**src/rtl/clause_queue_if.sv**
```systemverilog
// Clause queue bus: push side (arbiter grant + clause), pop side (head clause
// to the BCP engine), flush, and status.
//
// Handshake: the pop side is valid/ready. The queue asserts valid_out whenever
// it holds a clause, and clause_out stays stable until it is taken. A clause
// leaves the queue on the rising edge where valid_out && ready_in. The push
// side is a strobe: a grant_in carrying a non-zero clause is a push request.
// Any push the queue cannot take is dropped and recorded in overflow_err.
// full_out warns one entry early because the arbiter's grant is registered.
interface clause_queue_if #(
    parameter int DEPTH           = 8,
    parameter int CLAUSE_WIDTH    = 4,
    parameter int ELEMENT_BIT_CNT = 11
);
    localparam int CLAUSE_BITS = CLAUSE_WIDTH * ELEMENT_BIT_CNT;
    localparam int CNT_W       = $clog2(DEPTH) + 1;

    logic                   grant_in;
    logic [CLAUSE_BITS-1:0] clause_in;
    logic                   full_out;
    logic [CLAUSE_BITS-1:0] clause_out;
    logic                   valid_out;
    logic                   ready_in;
    logic                   flush_in;
    logic [CNT_W-1:0]       count_out;
    logic                   empty_out;
    logic                   overflow_err;

    // Producer/consumer side (arbiter, BCP engine, test driver).
    modport master (
        output grant_in, clause_in, ready_in, flush_in,
        input  full_out, clause_out, valid_out, count_out, empty_out, overflow_err
    );

    // Queue side.
    modport slave (
        input  grant_in, clause_in, ready_in, flush_in,
        output full_out, clause_out, valid_out, count_out, empty_out, overflow_err
    );
endinterface

```
**src/rtl/clause_queue.sv**
```systemverilog
// Clause queue: first-word-fall-through FIFO of SAT clauses between the
// clause arbiter and the BCP engine. All-zero clauses are treated as padding
// and never stored. Storage is not reset; only the pointers, the count and
// the sticky overflow flag are reset.
module clause_queue #(
    parameter int DEPTH           = 8,
    parameter int CLAUSE_WIDTH    = 4,
    parameter int ELEMENT_BIT_CNT = 11
) (
    input  logic          clock,
    input  logic          reset,
    clause_queue_if.slave bus
);
    localparam int CLAUSE_BITS = CLAUSE_WIDTH * ELEMENT_BIT_CNT;
    localparam int PTR_W       = $clog2(DEPTH);
    localparam int CNT_W       = PTR_W + 1;

    localparam logic [CNT_W-1:0] CNT_FULL    = CNT_W'(DEPTH);
    localparam logic [CNT_W-1:0] CNT_NEARLY  = CNT_W'(DEPTH - 1);
    localparam logic [CNT_W-1:0] CNT_ONE     = CNT_W'(1);
    localparam logic [PTR_W-1:0] PTR_ONE     = PTR_W'(1);

    logic [CLAUSE_BITS-1:0] mem [DEPTH];
    logic [PTR_W-1:0]       rd_ptr;
    logic [PTR_W-1:0]       wr_ptr;
    logic [CNT_W-1:0]       count;
    logic                   overflow;

    logic push_req;
    logic pop;
    logic push_ok;
    logic drop;
    logic valid;

    // Request decode: padding clauses never count as a push; a full queue can
    // still accept a push when the head leaves in the same cycle.
    always_comb begin
        valid    = (count != '0);
        push_req = bus.grant_in && (|bus.clause_in);
        pop      = valid && bus.ready_in;
        push_ok  = push_req && ((count != CNT_FULL) || pop);
        drop     = push_req && (count == CNT_FULL) && !pop;
    end

    // Clause storage: written only for accepted pushes that survive reset/flush.
    always_ff @(posedge clock) begin
        if (reset && !bus.flush_in && push_ok) begin
            mem[wr_ptr] <= bus.clause_in;
        end
    end

    // Pointer and occupancy bookkeeping; reset beats flush beats push/pop.
    always_ff @(posedge clock) begin
        if (!reset) begin
            rd_ptr <= '0;
            wr_ptr <= '0;
            count  <= '0;
        end else if (bus.flush_in) begin
            rd_ptr <= '0;
            wr_ptr <= '0;
            count  <= '0;
        end else begin
            if (push_ok) begin
                wr_ptr <= wr_ptr + PTR_ONE;
            end
            if (pop) begin
                rd_ptr <= rd_ptr + PTR_ONE;
            end
            if (push_ok && !pop) begin
                count <= count + CNT_ONE;
            end else if (pop && !push_ok) begin
                count <= count - CNT_ONE;
            end
        end
    end

    // Sticky overflow flag: only reset clears it; flush leaves it alone.
    always_ff @(posedge clock) begin
        if (!reset) begin
            overflow <= 1'b0;
        end else if (!bus.flush_in && drop) begin
            overflow <= 1'b1;
        end
    end

    // Status and head outputs, all derived from registered state.
    always_comb begin
        bus.full_out     = (count >= CNT_NEARLY);
        bus.valid_out    = valid;
        bus.empty_out    = !valid;
        bus.count_out    = count;
        bus.overflow_err = overflow;
        bus.clause_out   = valid ? mem[rd_ptr] : '0;
    end
endmodule

```
**src/flat_wrapper.sv**
```systemverilog
// flat-port wrapper written by rule: the top's interface ports become plain ports
module clause_queue_flat 
#(
    parameter int DEPTH           = 8,
    parameter int CLAUSE_WIDTH    = 4,
    parameter int ELEMENT_BIT_CNT = 11
)
  (clock, reset, bus_grant_in, bus_clause_in, bus_ready_in, bus_flush_in, bus_full_out, bus_clause_out, bus_valid_out, bus_count_out, bus_empty_out, bus_overflow_err);
  clause_queue_if #(.DEPTH(DEPTH), .CLAUSE_WIDTH(CLAUSE_WIDTH), .ELEMENT_BIT_CNT(ELEMENT_BIT_CNT)) bus_i ();
  input  logic clock;
  input  logic reset;
  input wire logic [$bits(bus_i.grant_in)-1:0] bus_grant_in;
  input wire logic [$bits(bus_i.clause_in)-1:0] bus_clause_in;
  input wire logic [$bits(bus_i.ready_in)-1:0] bus_ready_in;
  input wire logic [$bits(bus_i.flush_in)-1:0] bus_flush_in;
  output wire logic [$bits(bus_i.full_out)-1:0] bus_full_out;
  output wire logic [$bits(bus_i.clause_out)-1:0] bus_clause_out;
  output wire logic [$bits(bus_i.valid_out)-1:0] bus_valid_out;
  output wire logic [$bits(bus_i.count_out)-1:0] bus_count_out;
  output wire logic [$bits(bus_i.empty_out)-1:0] bus_empty_out;
  output wire logic [$bits(bus_i.overflow_err)-1:0] bus_overflow_err;
  assign bus_i.grant_in = bus_grant_in;
  assign bus_i.clause_in = bus_clause_in;
  assign bus_i.ready_in = bus_ready_in;
  assign bus_i.flush_in = bus_flush_in;
  assign bus_full_out = bus_i.full_out;
  assign bus_clause_out = bus_i.clause_out;
  assign bus_valid_out = bus_i.valid_out;
  assign bus_count_out = bus_i.count_out;
  assign bus_empty_out = bus_i.empty_out;
  assign bus_overflow_err = bus_i.overflow_err;
  clause_queue #(.DEPTH(DEPTH), .CLAUSE_WIDTH(CLAUSE_WIDTH), .ELEMENT_BIT_CNT(ELEMENT_BIT_CNT)) u_core (.clock(clock), .reset(reset), .bus(bus_i));
endmodule
```
**config.mk**
```make
export PLATFORM = sky130hd
export DESIGN_NAME = clause_queue_flat
export DESIGN_NICKNAME = d
export VERILOG_FILES = /design/src/rtl/clause_queue_if.sv /design/src/rtl/clause_queue.sv /design/src/flat_wrapper.sv
export SDC_FILE = /design/constraint.sdc
export NUM_CORES = 1
export LEC_CHECK = 0
export CAP_MARGIN = 10
export CORE_UTILIZATION = 45
export DETAILED_ROUTE_END_ITERATION = 7
export PLACE_DENSITY = 0.72
export SYNTH_ARGS = -nofsm -noshare
export SYNTH_HDL_FRONTEND = slang
export SYNTH_SLANG_ARGS = --single-unit
```
**constraint.sdc**
```tcl
create_clock -name clock -period 11 [get_ports clock]
set_clock_uncertainty 0.15 [all_clocks]
set_input_delay 1.65 -clock clock [delete_from_list [all_inputs] [get_ports clock]]
set_output_delay 1.65 -clock clock [all_outputs]
set_load 0.05 [all_outputs]
```
==> run summary, run 1 <==
failing checks: DRC
# resized after CTS: 0
routability cong.: 0.722
number of fill cells in the layout: 2362
Root Driver: clkbuf_16
Clock Latency Late Sink: 500 ps
final worst path period need: 5820 ps
worst r2r dst: u_core.mem[5][8]$_DFFE_PP_
global-route usage over all layers: 0.179
drt wl/cell: 23.4 um
Rows: 64
CTS Hold Bufs: 0
largest net degree at the start of global routing: 49
CTS tree: done
register bit total from synthesis: 366
Distinct cells, synth: 28
H-tree Lvls: 2
Final ANT Viol Nets: 0
Synth-to-Final Area Change: 18.2%
status: finished, violations left
crit start category: flop
CP Capture Type: output pin
vias in the first global route: 7015
vias per inst: 5.64
Post-Synthesis Cells: 653
iteration-0 DRC count of the detailed router: 555
synth warn: 0
power per cell area: 184 nW/um2
Vias: 6709
Critical R2R Launch: u_core.bus.count_out[0]$_SDFFE_PP0P_
Clock transition at path regs: 60 ps
CTS Buf Count: 35
core area: 30700 um2
antenna diode count: 0
first-pass GRT wire length: 42.0 mm
commonest non-fill, non-tap cell in the layout: edfxtp_1
initial antenna violation count: 1
worst setup path end: bus_clause_out[32]
Buffers on Ports: 100
HPWL after detailed placement: 15.6 mm
post-route cell area: 16700 um2
peak supply drop: 0.0000858 V
grt ovf: 0
share of layout cells above drive strength 1: 0.201
setup TNS: 0 ps
most frequent cells in the layout: edfxtp_1 (352), clkdlybuf4s50_1 (100), mux4_2 (88), nor2_1 (53), mux2i_1 (46)
drt first pass iters: 8
fin. max-slew vios: 0
syn avg cell area: 21.6 um2
critical path type: reg2out
I/O pin count: 101
f_max: 0.172 GHz
critical path data arrival time: 4020 ps
Fin. Hold Viols: 0
Tightest Pin Transition: 1070 ps
Hold Path Origin: u_core.bus.overflow_err$_SDFFE_PN0P_
Setup Fix Bufs, Post-CTS: 0
Max Fanout on Critical Path: 48
Leakage: 5.03 nW
Multi-input gate area: 3140 um2
Final Hold Slack: 319 ps
Seq/Total Area, Yosys: 0.768
Initial Utilization: 0.459
placed standard-cell area: 15600 um2
clk sinks: 366
syn nets: 708
required time worst endpoint: 9200 ps
nets: 828
die area: 32100 um2
dominant cells by area after synthesis: edfxtp_1 (75%), mux4_2 (14%), mux2i_1 (3.3%)
routed wire length: 27.8 mm
Hold/Removal Path Class: reg2reg
Post-Syn Area: 14100 um2
Vert. Die Dim: 179 um
die width: 179 um
Final period util: 0.529
Remaining DRCs: 10
sequential cell area: 10900 um2
max-capacitance violation count: 0
Synth top area share: 0.749
Finish-stage setup viols: 0
RSZ-0062 raised after global routing: no
Slew headroom: 0.289
R2R Setup Slk: 7650 ps
dominant cell type by area after synthesis: edfxtp_1
CTS Buffer Depth: 3
R2R depth: 6
==> Yosys cell counts <==
library cell / count
or3_1: 4
nor4_1: 11
o21ai_0: 2
o41ai_1: 1
a31oi_4: 1
a21oi_1: 5
buf_6: 3
dfxtp_1: 14
inv_1: 6
nand2b_1: 4
a31o_2: 1
a21o_1: 1
o31ai_4: 1
ha_1: 5
mux2i_1: 46
nor3_1: 4
xor2_1: 3
mux4_2: 88
fa_1: 1
xnor2_1: 3
nand3_1: 4
nor2_1: 59
inv_2: 1
buf_2: 16
nand2_1: 4
edfxtp_1: 352
nand4_1: 2
clkbuf_1: 11
==> worst max-delay path: stages, from the launching register on <==
cell and delay [ps]:
dfxtp_4 1000, buf_4 800, mux4_2 600, mux2i_1 260
nor2_1 80, clkdlybuf4s50_1 740
==> cell families (layout without fill, tap and decap cells) <==
logic type               count (synthesis)  count (layout)  share of synthesized area
AO/OA/AOI/OAI                           12              12                    0.00727
XOR/XNOR                                 6               6                    0.00372
multiplexers                           134             134                      0.173
adder cells (fa/ha/maj)                  6               6                    0.00585
AND/OR/NAND/NOR                         92              92                     0.0289
buffers and inverters                   37             177                     0.0128
flip-flops                             366             366                      0.768
==> registers in the layout (all words and copies together), names as in the netlist, named ones only <==
register / flops
u_core.bus.count_out: 4
u_core.wr_ptr: 3
u_core.bus.overflow_err: 1
u_core.mem: 352
u_core.rd_ptr: 3
==> layout make-up <==
| type | instances | share of cell area |
|---|---|---|
| clock inverters | 12 | 0.00667 |
| repair buffers | 113 | 0.0658 |
| well taps | 396 | 0.0297 |
| multi-input cells | 250 | 0.188 |
| inverters | 7 | 0.00157 |
| clock buffers | 45 | 0.0573 |
| flip-flops and latches | 366 | 0.651 |
==> power by group <==
part           internal, W  total, W  switching, W
registers          0.00154   0.00155     0.0000143
clock network     0.000658   0.00113      0.000476
logic             0.000133  0.000379      0.000246
total              0.00233   0.00306      0.000736
==> routing by layer <==
layer  part of all wire  global-route usage
met1               0.43               0.251
met2               0.49               0.286
met3              0.057              0.0365
met4              0.021              0.0515
met5            0.00047                   0
==> worst min-delay path by stage <==
stage,slack (ps),to,cells past startpoint
final,320,u_core.bus.overflow_err$_SDFFE_PN0P_,2
after global routing,330,u_core.bus.overflow_err$_SDFFE_PN0P_,2
after CTS,310,u_core.bus.overflow_err$_SDFFE_PN0P_,2
after detailed placement,290,u_core.bus.overflow_err$_SDFFE_PN0P_,2
after global placement,300,u_core.bus.overflow_err$_SDFFE_PN0P_,2
after floorplan,300,flop,2
==> through the flow <==
stage               instances   util  power, W  worst slack (ps)
floorplan                 653      -   0.00182              4920
global placement         1132  0.508   0.00196              5430
detailed placement       1132  0.508   0.00197              5460
CTS                      1189  0.543   0.00309              5030
global route             1189  0.543   0.00316              4830
finish                   1189  0.543   0.00306              5180
Note: power is estimated with default switching activity, not from simulation.
==> run 2, diff against run 1 <==
Clock period 11 ns to 6.11 ns, I/O delays scaled along.
==> run summary, run 2 (synthesized netlist as in run 1, its figures left out) <==
status: finished, violations left
failing checks: DRC
Vias: 6723
GR Util met2: 0.287
core area: 30700 um2
grt met3 use: 0.0367
max-capacitance violation count: 0
HPWL after detailed placement: 15.8 mm
max FFs per register: 352
Leakage: 5.06 nW
global-route usage over all layers: 0.179
clk sinks: 366
vias in the first global route: 6958
Synth-to-Final Area Change: 18.5%
most frequent cells in the layout: edfxtp_1 (352), clkdlybuf4s50_1 (100), mux4_2 (88), nor2_1 (53), mux2i_1 (46)
routed wire length: 27.9 mm
largest net degree at the start of global routing: 56
CTS Hold Bufs: 0
drt wl/cell: 23.3 um
f_max: 0.216 GHz
Finish-stage setup viols: 0
Final Non-Filler Cells: 1199
critical path type: reg2out
Hold/Removal Path Class: reg2reg
grt peak-use layer: met2
I/O pin count: 101
first-pass GRT wire length: 41.8 mm
# resized after CTS: 0
Tightest Pin Transition: 1150 ps
Remaining DRCs: 20
Buffers on Ports: 100
power per cell area: 329 nW/um2
CP Capture Type: output pin
met1 GRT Util: 0.249
crit start category: flop
critical path data arrival time: 3560 ps
placed insts: 1135
share of layout cells above drive strength 1: 0.209
Rows: 64
required time worst endpoint: 5040 ps
grt ovf: 0
Clock transition at path regs: 60 ps
initial antenna violation count: 2
Final Total Pwr: 0.00550 W
drt first pass iters: 6
Vert. Die Dim: 179 um
H-tree Lvls: 2
Initial Utilization: 0.459
commonest non-fill, non-tap cell in the layout: edfxtp_1
die area: 32100 um2
final worst path period need: 4630 ps
Slew headroom: 0.233
Root Driver: clkbuf_16
peak supply drop: 0.000190 V
die width: 179 um
Final ANT Viol Nets: 0
Fin. Hold Viols: 0
setup TNS: 0 ps
routability cong.: 0.745
Setup Fix Bufs, Post-CTS: 0
vias per inst: 5.61
iteration-0 DRC count of the detailed router: 480
fin. max-slew vios: 0
Max Fanout on Critical Path: 45
CTS Buf Count: 35
Final period util: 0.758
RSZ-0062 raised after global routing: no
Clock Latency Late Sink: 520 ps
CTS tree: done
Largest Register: u_core.mem
CTS Buffer Depth: 3
nets: 831
run 2: worst max-delay path: stages, from the launching register on:
cell             delay (ps)
dfxtp_1                 390
nor3_1                  470
nand2b_1                280
inv_2                   840
nor2_1                  270
clkdlybuf4s50_1         790
run 2: worst paths after layout:
kind / start / slack, ps / cells after the start / to
setup / recovery: u_core.bus.count_out[0]$_SDFFE_PP0P_ / 1480 / 5 / bus_clause_out[32]
setup reg to reg: u_core.bus.count_out[0]$_SDFFE_PP0P_ / 2670 / 6 / u_core.mem[3][14]$_DFFE_PP_
hold reg to reg: u_core.bus.overflow_err$_SDFFE_PN0P_ / 320 / 2 / u_core.bus.overflow_err$_SDFFE_PN0P_
hold / removal: u_core.bus.overflow_err$_SDFFE_PN0P_ / 320 / 2 / u_core.bus.overflow_err$_SDFFE_PN0P_
run 2: power breakdown:
| part | switching [W] | internal (W) |
|---|---|---|
| Clock | 0.000873 | 0.00114 |
| Combinational | 0.000453 | 0.000241 |
| Sequential | 0.0000207 | 0.00277 |
run 2: per-stage QoR:
| stage | hold WS, ps | util | cell area [um2] | setup WS, ps |
|---|---|---|---|---|
| 2_1_floorplan | 304 | - | 14100 | 727 |
| 3_3_place_gp | 299 | 0.509 | 15700 | 1440 |
| 3_5_place_dp | 293 | 0.509 | 15700 | 1420 |
| 4_1_cts | 313 | 0.544 | 16700 | 1440 |
| 5_1_grt | 338 | 0.544 | 16700 | 1250 |
| 6_report | 317 | 0.544 | 16700 | 1480 |
run 2: layout make-up:
cell class / count / area [um2]
Fill cell: 2339 / 14000
Sequential cell: 366 / 10900
Multi-Input combinational cell: 250 / 3140
Timing Repair Buffer: 116 / 1130
Clock buffer: 46 / 948
Tap cell: 396 / 495
Clock inverter: 17 / 124
Inverter: 7 / 26.3
Antenna cell: 1 / 2.50
run 2: metal layers:
layer / up-vias / part of all wire
met5: - / 0.0011
met4: 4 / 0.017
met3: 42 / 0.060
met2: 187 / 0.49
met1: 3550 / 0.43
li1: 2940 / -
